$ cat src/rtl/hazard_fwd_ctrl.sv
// Hazard and forwarding control for the five-stage MIPS pipeline.
// Decodes IR_D/E/M/W and produces stall/flush enables, the E/M forwarding
// selects, a shadow multiply/divide busy counter and a stall-cycle counter.
module hazard_fwd_ctrl #(
    parameter int MULT_CYCLES = 5,
    parameter int DIV_CYCLES  = 10
) (
    input  logic        clk,
    input  logic        reset,
    input  logic [31:0] IR_D,
    input  logic [31:0] IR_E,
    input  logic [31:0] IR_M,
    input  logic [31:0] IR_W,
    output logic        pc_en,
    output logic        D_en,
    output logic        E_clr,
    output logic [2:0]  MF_ALUA_E_sel,
    output logic [2:0]  MF_ALUB_E_sel,
    output logic [2:0]  MF_MemData_E_sel,
    output logic [1:0]  MF_DMWD_M_sel,
    output logic        md_busy,
    output logic [31:0] stall_cnt
);

    localparam int ST_D = 0;
    localparam int ST_E = 1;
    localparam int ST_M = 2;
    localparam int ST_W = 3;

    localparam int MAX_CYC = (MULT_CYCLES > DIV_CYCLES) ? MULT_CYCLES : DIV_CYCLES;
    localparam int CNT_W   = ($clog2(MAX_CYC + 1) > 4) ? $clog2(MAX_CYC + 1) : 4;

    localparam logic [5:0] OP_RTYPE = 6'h00;
    localparam logic [5:0] OP_JAL   = 6'h03;
    localparam logic [5:0] OP_BEQ   = 6'h04;
    localparam logic [5:0] OP_ORI   = 6'h0D;
    localparam logic [5:0] OP_LUI   = 6'h0F;
    localparam logic [5:0] OP_LW    = 6'h23;
    localparam logic [5:0] OP_SW    = 6'h2B;

    localparam logic [5:0] FN_JR    = 6'h08;
    localparam logic [5:0] FN_MFHI  = 6'h10;
    localparam logic [5:0] FN_MTHI  = 6'h11;
    localparam logic [5:0] FN_MFLO  = 6'h12;
    localparam logic [5:0] FN_MTLO  = 6'h13;
    localparam logic [5:0] FN_MULT  = 6'h18;
    localparam logic [5:0] FN_MULTU = 6'h19;
    localparam logic [5:0] FN_DIV   = 6'h1A;
    localparam logic [5:0] FN_DIVU  = 6'h1B;
    localparam logic [5:0] FN_ADDU  = 6'h21;
    localparam logic [5:0] FN_SUBU  = 6'h23;

    // Stage index 0..3 = D, E, M, W
    logic [3:0][31:0] ir_all;
    assign ir_all = {IR_W, IR_M, IR_E, IR_D};

    logic [3:0]      is_alu, is_mf, is_mt, is_lw, is_sw, is_beq, is_jal, is_jr;
    logic [3:0]      is_mul, is_div, use_rs, use_rt;
    logic [3:0][4:0] rs_f, rt_f, dst_f;
    logic [3:0][1:0] tnew_f;

    // Per-stage decode; Tnew depends on which stage the instruction sits in
    genvar gi;
    generate
        for (gi = 0; gi < 4; gi++) begin : g_dec
            localparam logic [1:0] LW_TNEW  = (gi == ST_E) ? 2'd2 : ((gi == ST_M) ? 2'd1 : 2'd0);
            localparam logic [1:0] ALU_TNEW = (gi == ST_E) ? 2'd1 : 2'd0;

            logic [5:0] op;
            logic [5:0] fn;
            logic       r_type;
            logic       is_addsub;
            logic       is_ori;
            logic       is_lui;

            assign op        = ir_all[gi][31:26];
            assign fn        = ir_all[gi][5:0];
            assign r_type    = (op == OP_RTYPE);
            assign is_addsub = r_type && ((fn == FN_ADDU) || (fn == FN_SUBU));
            assign is_ori    = (op == OP_ORI);
            assign is_lui    = (op == OP_LUI);

            assign is_mf[gi]  = r_type && ((fn == FN_MFHI) || (fn == FN_MFLO));
            assign is_mt[gi]  = r_type && ((fn == FN_MTHI) || (fn == FN_MTLO));
            assign is_mul[gi] = r_type && ((fn == FN_MULT) || (fn == FN_MULTU));
            assign is_div[gi] = r_type && ((fn == FN_DIV) || (fn == FN_DIVU));
            assign is_jr[gi]  = r_type && (fn == FN_JR);
            assign is_lw[gi]  = (op == OP_LW);
            assign is_sw[gi]  = (op == OP_SW);
            assign is_beq[gi] = (op == OP_BEQ);
            assign is_jal[gi] = (op == OP_JAL);
            assign is_alu[gi] = is_addsub || is_ori || is_lui;

            assign rs_f[gi] = ir_all[gi][25:21];
            assign rt_f[gi] = ir_all[gi][20:16];

            assign use_rs[gi] = is_addsub || is_ori || is_lw[gi] || is_sw[gi] || is_beq[gi] ||
                                is_jr[gi] || is_mul[gi] || is_div[gi] || is_mt[gi];
            assign use_rt[gi] = is_addsub || is_sw[gi] || is_beq[gi] || is_mul[gi] || is_div[gi];

            assign dst_f[gi] = (is_addsub || is_mf[gi])        ? ir_all[gi][15:11] :
                               (is_ori || is_lui || is_lw[gi]) ? ir_all[gi][20:16] :
                               is_jal[gi]                      ? 5'd31 : 5'd0;

            assign tnew_f[gi] = is_lw[gi]                 ? LW_TNEW  :
                                (is_alu[gi] || is_mf[gi]) ? ALU_TNEW : 2'd0;
        end
    endgenerate

    // Not every decoded field is needed in every stage
    logic unused_ok;
    assign unused_ok = ^{ir_all, is_alu, is_mf, is_mt, is_lw, is_sw, is_beq, is_jal, is_jr,
                         is_mul, is_div, use_rs, use_rt, rs_f, rt_f, dst_f, tnew_f};

    // A D source stalls when E/M holds its producer and the value is not ready in time.
    // Tuse=0 sources have no D-stage forwarding, so any E/M producer stalls them.
    function automatic logic src_stall(input logic       used,
                                       input logic [4:0] src,
                                       input logic [1:0] tuse,
                                       input logic [4:0] dst_e,
                                       input logic [1:0] tnew_e,
                                       input logic [4:0] dst_m,
                                       input logic [1:0] tnew_m);
        logic hit_e;
        logic hit_m;
        hit_e = used && (src != 5'd0) && (src == dst_e);
        hit_m = used && (src != 5'd0) && (src == dst_m);
        return (hit_e && ((tuse == 2'd0) || (tnew_e > tuse))) ||
               (hit_m && ((tuse == 2'd0) || (tnew_m > tuse)));
    endfunction

    // The youngest matching producer wins; an M match that cannot forward yet blocks W
    function automatic logic [2:0] fwd_sel(input logic       used,
                                           input logic [4:0] src,
                                           input logic [4:0] dst_m,
                                           input logic       m_alu,
                                           input logic       m_jal,
                                           input logic [4:0] dst_w);
        logic [2:0] sel;
        sel = 3'd0;
        if (used && (src != 5'd0)) begin
            if (src == dst_m) begin
                if (m_alu)      sel = 3'd1;
                else if (m_jal) sel = 3'd2;
            end else if (src == dst_w) begin
                sel = 3'd3;
            end
        end
        return sel;
    endfunction

    logic [CNT_W-1:0] md_cnt_reg, md_cnt_next;
    logic [31:0]      stall_cnt_reg, stall_cnt_next;
    logic [1:0]       tuse_rs_d, tuse_rt_d;
    logic             data_stall, md_stall, stall;
    logic             d_is_md;

    assign md_busy = (md_cnt_reg != '0);

    // Stall decision: data hazards on D sources plus MDU occupancy
    always_comb begin
        tuse_rs_d = (is_beq[ST_D] || is_jr[ST_D]) ? 2'd0 : 2'd1;
        tuse_rt_d = is_beq[ST_D] ? 2'd0 : (is_sw[ST_D] ? 2'd2 : 2'd1);
        data_stall = src_stall(use_rs[ST_D], rs_f[ST_D], tuse_rs_d,
                               dst_f[ST_E], tnew_f[ST_E], dst_f[ST_M], tnew_f[ST_M]) ||
                     src_stall(use_rt[ST_D], rt_f[ST_D], tuse_rt_d,
                               dst_f[ST_E], tnew_f[ST_E], dst_f[ST_M], tnew_f[ST_M]);
        d_is_md  = is_mul[ST_D] || is_div[ST_D] || is_mf[ST_D] || is_mt[ST_D];
        md_stall = d_is_md && (md_busy || is_mul[ST_E] || is_div[ST_E]);
        stall    = data_stall || md_stall;
    end

    assign pc_en = ~stall;
    assign D_en  = ~stall;
    assign E_clr = stall;

    // Forwarding selects for the E operands and the M store data
    always_comb begin
        MF_ALUA_E_sel    = fwd_sel(use_rs[ST_E], rs_f[ST_E], dst_f[ST_M],
                                   is_alu[ST_M] || is_mf[ST_M], is_jal[ST_M], dst_f[ST_W]);
        MF_ALUB_E_sel    = fwd_sel(use_rt[ST_E], rt_f[ST_E], dst_f[ST_M],
                                   is_alu[ST_M] || is_mf[ST_M], is_jal[ST_M], dst_f[ST_W]);
        MF_MemData_E_sel = fwd_sel(is_sw[ST_E], rt_f[ST_E], dst_f[ST_M],
                                   is_alu[ST_M] || is_mf[ST_M], is_jal[ST_M], dst_f[ST_W]);
        MF_DMWD_M_sel    = (is_sw[ST_M] && (rt_f[ST_M] != 5'd0) && (rt_f[ST_M] == dst_f[ST_W]))
                           ? 2'd1 : 2'd0;
    end

    // MDU shadow counter: load on an E start, otherwise count down to idle
    always_comb begin
        md_cnt_next = md_cnt_reg;
        if (is_div[ST_E])
            md_cnt_next = CNT_W'(DIV_CYCLES);
        else if (is_mul[ST_E])
            md_cnt_next = CNT_W'(MULT_CYCLES);
        else if (md_cnt_reg != '0)
            md_cnt_next = md_cnt_reg - CNT_W'(1);
    end

    // Stall performance counter, wraps naturally at 32 bits
    always_comb begin
        stall_cnt_next = stall_cnt_reg;
        if (stall)
            stall_cnt_next = stall_cnt_reg + 32'd1;
    end

    // State registers with synchronous active-low reset
    always_ff @(posedge clk) begin
        if (!reset) begin
            md_cnt_reg    <= '0;
            stall_cnt_reg <= '0;
        end else begin
            md_cnt_reg    <= md_cnt_next;
            stall_cnt_reg <= stall_cnt_next;
        end
    end

    assign stall_cnt = stall_cnt_reg;

endmodule

$ cat config.mk
export PLATFORM = sky130hd
export DESIGN_NAME = hazard_fwd_ctrl
export DESIGN_NICKNAME = d
export VERILOG_FILES = /design/src/rtl/hazard_fwd_ctrl.sv
export SDC_FILE = /design/constraint.sdc
export NUM_CORES = 1
export LEC_CHECK = 0
export CORE_ASPECT_RATIO = 0.9
export CORE_UTILIZATION = 37
export DETAILED_ROUTE_END_ITERATION = 6
export PLACE_DENSITY = 0.87
export SYNTH_ARGS = -nofsm -noshare
export SYNTH_HDL_FRONTEND = slang
export SYNTH_SLANG_ARGS = --single-unit
$ cat constraint.sdc
create_clock -name clk -period 3.9 [get_ports clk]
set_clock_uncertainty 0.1 [all_clocks]
set_input_delay 0.78 -clock clk [delete_from_list [all_inputs] [get_ports clk]]
set_output_delay 0.78 -clock clk [all_outputs]
set_load 0.03 [all_outputs]
==> qor.yml, run 1 <==
status: "complete, but fails checks"
violations: "negative setup slack"
drt.antenna.violating_nets: 0
cp_slowest_cell: "and4bb_2"
cts_buffer_depth: 2
p_leak_nw: 2.249
ir_worst_vdd_mv: 0.1734
r2r_cells: 9
ys_ff_latch: 36
largest_reg_flops: 32
postLayoutCellArea_um2: 6047
h-tree-depth: 2
worstHoldEndpoint: "stall_cnt[31]"
viasPerCell: 5.911
yosysWarnings: 0
min_period_ps: 3929
synth.distinct_cells: 58
slew_headroom: 0.3704
cts-root-buf: "clkbuf_8"
wirelength_mm: 13.86
cellPowerDensity_nw_per_um2: 209.9
antenna_found_initial: 0
cp_data_required_time_ps: 3020
port_buffers: 135
place_congestion: 0.9582
numClockSinks: 36
io_pins: 177
max-cap-violations: 0
path_cells: "buf_2 > buf_4 > and4bb_2 > buf_4 > o211ai_1 > a41o_1 > o211ai_1 > nor4_2 > a31oi_1 > and3_4 > clkinvlp_4 > buf_6"
clkSlewWorstSetupHoldPaths_ps: 70
rows: 33
dp_hpwl_mm: 9.678
hold_class: "register to register"
min-delay-start: "stall_cnt[31]"
initial_utilization: 0.3836
slowest_delay_ps: 330
avgSynthCellArea_um2: 7.465
insertion_delay_ps: 290
startpoint_type: "primary input"
r2r_end: "stall_cnt[18]"
final-hold-violation-count: 0
die_x_um: 104.8
end_kind: "output port"
worst_slew_pin_slew_ps: 938.6
fin_nets: 819
layout.cells.non_filler: 806
whs_path_depth: 2
grt_max_degree: 35
nFillCells: 710
chipHeight_um: 94.48
post-route-period-util: 1.007
drcViolationCount: 0
dp_slack_ps: -443.1
synth_edf_count: 0
grt_setup_unrepaired: "true"
fmax_mhz: 254.5
grt_pass1_vias: 4531
path_max_fanout: 5
cp_top_family: "compound AO/OA/AOI/OAI gates"
first_pass_iters: 6
dieArea_um2: 9896
async_flop_share: 0
layout-drive-gt1-share: 0.2909
worstSetupPathType: "primary input to output port"
yosys_most_used_dff: "dfxtp_1"
fin_ws_ps: -28.61
ctsHoldBuffers: 0
diodes: 0
multi_input_area_um2: 2959
maxSlewViolCount: 0
vias: 4764
cp.arrival_ps: 3050
r2r-start: "stall_cnt[2]"
post_dp_cell_area_um2: 5353
register_area_um2: 720.7
setup_viol: 1
ys_seq_area_frac: 0.2050
fp.coreArea_um2: 9166
syn_area_um2: 3516
cts_tree: "done"
routedWlPerCell_um: 17.20
cp.buffers_inverters: 5
grtUsageTotal: 0.2557
r2r_slack_ps: 870
grt-ovfl-total: 0
cts_buffers: 5
placed_cells: 765
postSynthCellCount: 471
grt_pass1_wl_mm: 20.79
flow.area_growth_from_synthesis_pct: 71.99
hold_ws_ps: 375.8
drt_iter0_drc: 413
==> layout by cell type, fill, tap and decap left out, types with 5 or more instances in the layout <==
master and n:
buf_4 90, inv_1 21, xnor2_1 32, clkdlybuf4s50_1 95, or4_1 19, o31ai_1 17
nor3b_1 5, dfxtp_1 36, clkbuf_8 7, nand2_2 7, buf_6 14, nor2_1 23
a22o_4 5, dlygate4sd2_1 6, nor3_1 11, nand4_1 7, o211ai_1 11, clkbuf_2 11
nor4b_1 5, nor4_1 6, or3_1 11, xor2_1 12, o21ai_0 16, ha_1 5
a21oi_1 38, nand3_1 17, nand2_1 25, and3_1 6
==> worst register-to-register path: stages, from the launching register on <==
cell and delay (ps):
dfxtp_1 450, nand3_1 180, nor2_1 190, and3_1 230, and3_1 240, and3_1 240
and2_1 290, nand2_1 310, or4_1 560, a21oi_1 150
==> area by class of cell <==
class / count / area share
Clock inverter: 1 / 0.004966
Timing Repair Buffer: 227 / 0.3304
Multi-Input combinational cell: 390 / 0.4893
Sequential cell: 36 / 0.1192
Tap cell: 122 / 0.02524
Clock buffer: 7 / 0.01593
Inverter: 23 / 0.01490
==> report_power, final <==
part / leakage [nW] / switching [W] / internal, W / total [W]
clock: 0.0645 / 0.000137 / 0.000226 / 0.000362
combinational: 1.89 / 0.000253 / 0.000251 / 0.000504
sequential: 0.291 / 0.0000147 / 0.000388 / 0.000403
==> cells in the mapped netlist (3+ instances only) <==
cell      count  share of area
nand2_1      32          0.034
and3b_1       6          0.015
buf_6         4          0.013
clkbuf_1     12          0.013
dfxtp_1      36           0.20
nor4_1       12          0.021
and4bb_2      3          0.011
a22o_1        5          0.012
o21a_1        5          0.011
o2111a_1      4          0.013
xor2_1       14          0.035
nand4_1       7          0.012
o211ai_1     11          0.023
or4_1        19          0.041
o21ai_0      23          0.033
a31oi_1       5         0.0089
nor4b_1       7          0.017
and3_1        6          0.011
nor3_1       13          0.019
o31ai_1      17          0.036
buf_2         4         0.0057
a21oi_1      41          0.058
or3_1        11          0.020
nand3b_1      4         0.0085
nor3b_1       7          0.015
or2_2         4         0.0071
and2_1        3         0.0053
buf_4         5          0.011
nor2_1       27          0.029
xnor2_1      33          0.082
nor2b_1       9          0.016
a22oi_1       6          0.013
nand3_1      17          0.024
ha_1          6          0.021
inv_1        22          0.023
==> metrics by stage <==
stage	utilization	total power, W	setup TNS (ps)
6_report	0.6597	0.001269	-28.61
5_1_grt	0.6597	0.001330	-1258
4_1_cts	0.6355	0.001235	0
3_5_place_dp	0.5839	0.0008614	-12150
3_3_place_gp	0.5839	0.0008432	-10410
2_1_floorplan	-	0.0006515	-33.80
==> worst max-delay path by stage <==
stage	start	to	cells after the start
after global routing	IR_D[29]	E_clr	14
after detailed placement	IR_D[31]	E_clr	14
after global placement	IR_D[31]	E_clr	14
after CTS	IR_E[30]	E_clr	12
final	IR_E[29]	E_clr	12
after floorplan	IR_E[2]	pc_en	15
==> metal layers <==
metal	global-route usage	part of all wire	wire length [µm]	up-vias
li1	-	-	-	2204
met4	0.08099	0.029	404	0
met1	0.3018	0.40	5547	2270
met5	0	0	0	-
met3	0.05521	0.073	1017	52
met2	0.4647	0.50	6894	238
==> what timing repair did <==
action / in CTS / in global routing
setup endpoints to repair: 28 / 32
setup buffers: 27 / 8
pin swaps: 35 / 39
gates resized for setup: 92 / 75
==> cell families after synthesis <==
family	synth area share
fa+ha+maj	0.02135
other cells	0.001067
compound gates	0.2527
flops	0.2050
xor+xnor	0.1171
buf+inv	0.06655
simple gates	0.3306
mux	0.005694
Note: power is estimated with default switching activity, not from simulation.
==> inputs of run 2 (changes only) <==
MAX_ROUTING_LAYER = met4   (was unset)
==> qor.yml, run 2 (same netlist as run 1, synthesis figures left out) <==
p_switching_w: 0.0003902
grt-ovfl-total: 0
largest_reg_flops: 32
grt_pass1_vias: 4463
wirelength_mm: 13.28
viasPerCell: 5.809
post-route-period-util: 1.020
cellPowerDensity_nw_per_um2: 202.8
r2r-start: "stall_cnt[13]"
slew_headroom: 0.3507
drt.antenna.violating_nets: 0
ir_worst_vdd_mv: 0.1826
grtUsageTotal: 0.2619
final_common_cell: "clkdlybuf4s50_1"
layout-drive-gt1-share: 0.2782
max-cap-violations: 0
die_x_um: 104.8
h-tree-depth: 2
flow.area_growth_from_synthesis_pct: 70.82
layout_common_cells: "95 x clkdlybuf4s50_1, 85 x buf_4, 38 x a21oi_1, 36 x dfxtp_1, 33 x xnor2_1"
clkPwrFrac: 0.268
min-delay-start: "stall_cnt[7]"
dieArea_um2: 9896
antenna_found_initial: 0
r2r_end: "stall_cnt[30]"
initial_utilization: 0.3836
r2r_slack_ps: 930
min_period_ps: 3977
end_kind: "output port"
grt_max_degree: 35
cts_buffers: 5
violations: "negative setup slack"
p_leak_nw: 2.242
io_pins: 177
place_congestion: 0.9766
clkSlewWorstSetupHoldPaths_ps: 70
port_buffers: 135
ctsHoldBuffers: 0
cts-root-buf: "clkbuf_8"
p_comb_frac: 0.402
cp_data_required_time_ps: 3020
fin_nets: 818
fp.coreArea_um2: 9166
switching_share: 0.3203
cts_buffer_depth: 2
worst_slew_pin_slew_ps: 968.0
chipHeight_um: 94.48
drcViolationCount: 0
cts_tree: "done"
rows: 33
grt_pass1_wl_mm: 20.67
hold_class: "register to register"
startpoint_type: "primary input"
whs_path_depth: 2
setup_viol: 3
dp_hpwl_mm: 9.534
intPower_w: 0.0008278
fin_ws_ps: -77.06
r2r_cells: 9
worstSetupPathType: "primary input to output port"
worstHoldEndpoint: "stall_cnt[7]"
pwr-share-seq: 0.330
startpoint: "IR_E[29]"
cp.arrival_ps: 3100
maxSlewViolCount: 0
nFillCells: 708
final-hold-violation-count: 0
path_max_fanout: 5
grt_setup_unrepaired: "true"
finalSetupTns_ps: -98.50
insertion_delay_ps: 290
fmax_mhz: 251.4
first_pass_iters: 5
routedWlPerCell_um: 16.49
vias: 4676
drt_iter0_drc: 346
numClockSinks: 36
utilization: 0.6552
status: "complete, but fails checks"
diodes: 0
-- run 2: worst max-delay path by stage --
stage / endpoint / slack [ps] / depth (start not counted)
global route: E_clr / -160 / 14
floorplan: pc_en / -30 / 15
finish: E_clr / -80 / 12
global placement: E_clr / -420 / 14
CTS: E_clr / -50 / 11
detailed placement: stall_cnt[29] / -510 / 15
-- run 2: area by class of cell --
cell class | instances | area (µm²) | area share
Multi-Input combinational cell | 390 | 2917 | 0.4856
Timing Repair Buffer | 226 | 2018 | 0.3360
Sequential cell | 36 | 720.7 | 0.1200
Inverter | 23 | 90.09 | 0.01500
Clock buffer | 6 | 72.57 | 0.01208
Clock inverter | 2 | 35.03 | 0.005833
Tap cell | 122 | 152.6 | 0.02542
-- run 2: power groups by stage --
| stage | clock network (W) | logic [W] | registers [W] |
|---|---|---|---|
| 5_1_grt | 0.000346 | 0.000538 | 0.000405 |
| 6_report | 0.000326 | 0.000490 | 0.000402 |
| 4_1_cts | 0.000327 | 0.000466 | 0.000402 |
| 3_5_place_dp | 0 | 0.000450 | 0.000410 |
| 3_3_place_gp | 0 | 0.000433 | 0.000409 |
| 2_1_floorplan | 0 | 0.000244 | 0.000407 |
-- run 2: metrics by stage --
| step | total power, W | hold WS [ps] | area [µm²] | setup WS [ps] | std cells |
|---|---|---|---|---|---|
| 2_1_floorplan | 0.0006515 | 471.7 | 3630 | -33.80 | 474 |
| 3_3_place_gp | 0.0008421 | 352.6 | 5345 | -416.9 | 764 |
| 3_5_place_dp | 0.0008601 | 379.0 | 5345 | -507.9 | 764 |
| 4_1_cts | 0.001195 | 386.0 | 5788 | -48.96 | 794 |
| 5_1_grt | 0.001288 | 423.6 | 6006 | -156.8 | 805 |
| 6_report | 0.001218 | 391.1 | 6006 | -77.06 | 805 |
-- run 2: metal layers --
layer  routed length [µm]  vias to the layer above  track usage
li1                     -                     2197            -
met1                 5513                     2191       0.3206
met2                 6551                      241       0.4542
met3                  853                       47      0.02968
met4                  358                        0      0.08216
met5                    0                        -            -
-- run 2: worst max-delay path, cell delays in order --
cell and delay [ps]:
clkdlybuf4s15_2 220, buf_4 140, and4bb_2 360, buf_4 130
o211ai_1 90, a22oi_1 360, xnor2_1 190, nor4_1 80
a31oi_1 200, and3_4 290, clkinvlp_4 110, buf_6 140
-- run 2: what timing repair did --
item                       CTS  global route
pin swaps                   36            42
setup endpoints to repair   30            31
gates cloned                 0             0
buffers inserted            22            11
gates resized for setup     77            82
==> inputs of run 3 (changes only) <==
CORE_MARGIN = 4   (was unset)
CORE_UTILIZATION = 40   (was 37)
PLACE_DENSITY = 0.89   (was 0.87)
clock period = 4.7 ns   (was 3.9 ns; I/O delays follow)
==> qor.yml, run 3 (same netlist as run 1, synthesis figures left out) <==
switching_share: 0.3283
fp.coreArea_um2: 8568
antenna_found_initial: 0
grtUsageTotal: 0.2216
initial_utilization: 0.4103
viasPerCell: 5.833
hold_ws_ps: 380.3
grt_setup_unrepaired: "false"
worst_slew_pin_slew_ps: 952.0
status: "complete, no violations"
io_pins: 177
p_comb_frac: 0.404
final_common_cell: "clkdlybuf4s50_1"
startpoint_type: "primary input"
clkPwrFrac: 0.227
hold_class: "register to register"
clkSlewWorstSetupHoldPaths_ps: 70
fin_nets: 765
insertion_delay_ps: 290
diodes: 0
grt_max_degree: 41
vias: 4363
first_pass_iters: 5
final-hold-violation-count: 0
grt_pass1_vias: 4288
largest_reg_flops: 32
drt.antenna.violating_nets: 0
path_max_fanout: 8
grt_pass1_wl_mm: 18.96
wirelength_mm: 11.90
cts-root-buf: "clkbuf_8"
flow.area_growth_from_synthesis_pct: 49.54
p_leak_nw: 1.834
placed_cells: 729
numClockSinks: 36
layout.cells.non_filler: 748
pwr-share-seq: 0.368
dieArea_um2: 10360
cts_buffer_depth: 2
dp_hpwl_mm: 9.655
layout_common_cells: "120 x clkdlybuf4s50_1, 47 x buf_4, 40 x a21oi_1, 36 x dfxtp_1, 33 x xnor2_1"
chipHeight_um: 96.94
rows: 32
end_kind: "output port"
setup_viol: 0
min_period_ps: 4546
finalSetupTns_ps: 0
die_x_um: 106.8
post-route-period-util: 0.9672
layout-drive-gt1-share: 0.1145
ir_worst_vdd_mv: 0.09327
grt-ovfl-total: 0
h-tree-depth: 2
cellPowerDensity_nw_per_um2: 172.5
drcViolationCount: 0
maxSlewViolCount: 0
cp_data_required_time_ps: 3660
cts_buffers: 5
routedWlPerCell_um: 15.90
p_switching_w: 0.0002978
cp.arrival_ps: 3510
port_buffers: 135
worstSetupPathType: "primary input to output port"
max-cap-violations: 0
place_congestion: 0.8861
fmax_mhz: 220.0
intPower_w: 0.0006094
slew_headroom: 0.3614
cts_tree: "done"
drt_iter0_drc: 185
[run 3: cell types whose count changed in the layout (fill, tap and decap cells not counted), moves of 5 or more]
cell             change
buf_4               -38
clkbuf_2            -13
buf_6               -15
clkdlybuf4s50_1     +25
nor2b_1              +6
nor2b_4              -5
[run 3: final timing paths]
path,from,end,slack (ps),cells past startpoint
hold / removal,stall_cnt[31],stall_cnt[31],380,2
setup reg to reg,md_cnt_reg[0],stall_cnt[27],1670,11
hold reg to reg,stall_cnt[31],stall_cnt[31],380,2
setup / recovery,IR_M[28],E_clr,150,10
[run 3: through the flow]
stage	area (µm²)	worst slack [ps]	power (W)	utilization
5_1_grt	5258	0.8686	0.0009598	0.6136
6_report	5258	154.0	0.0009071	0.6136
4_1_cts	5223	19.52	0.0009082	0.6095
3_3_place_gp	5050	62.35	0.0006831	0.5894
3_5_place_dp	5050	-106.6	0.0007021	0.5894
2_1_floorplan	3528	49.30	0.0005379	-
[run 3: power groups by stage]
stage          logic (W)  clock network [W]  registers, W
2_1_floorplan   0.000200                  0      0.000338
3_5_place_dp    0.000361                  0      0.000341
5_1_grt         0.000400           0.000223      0.000337
6_report        0.000367           0.000206      0.000334
3_3_place_gp    0.000344                  0      0.000340
4_1_cts         0.000364           0.000210      0.000334
[run 3: area by class of cell]
class	instances	area, µm²
fill	762	3311
multi-input combinational	390	2611
timing repair buffer	173	1613
clock buffer	6	72.57
clock inverter	1	5.005
tap	119	148.9
inverter	23	86.33
sequential	36	720.7
[run 3: repair_timing]
item                                    in CTS  in global routing
endpoints found under the setup margin       3                  9
gates cloned                                 0                  0
resized for setup                            8                 10
pin swaps                                    6                  6
hold buffers                                 0                  0
setup buffers                               10                  2
[run 3: critical path, stage by stage]
cell and delay (ps):
clkdlybuf4s50_1 550, and3b_1 350, o21a_1 260, a22o_1 360, xor2_1 110, nor4_1 280
nand4_1 210, and3_4 250, inv_2 60, buf_6 120
[run 3: layer usage]
layer  vias to the layer above  routed length [µm]  track usage  share of wire
met1                      2030                4628       0.2450           0.39
met4                         0                 308      0.07768          0.026
li1                       2090                   -            -              -
met5                         -                   0            -              0
met3                        32                 915      0.03402          0.077
met2                       211                6042       0.4008           0.51
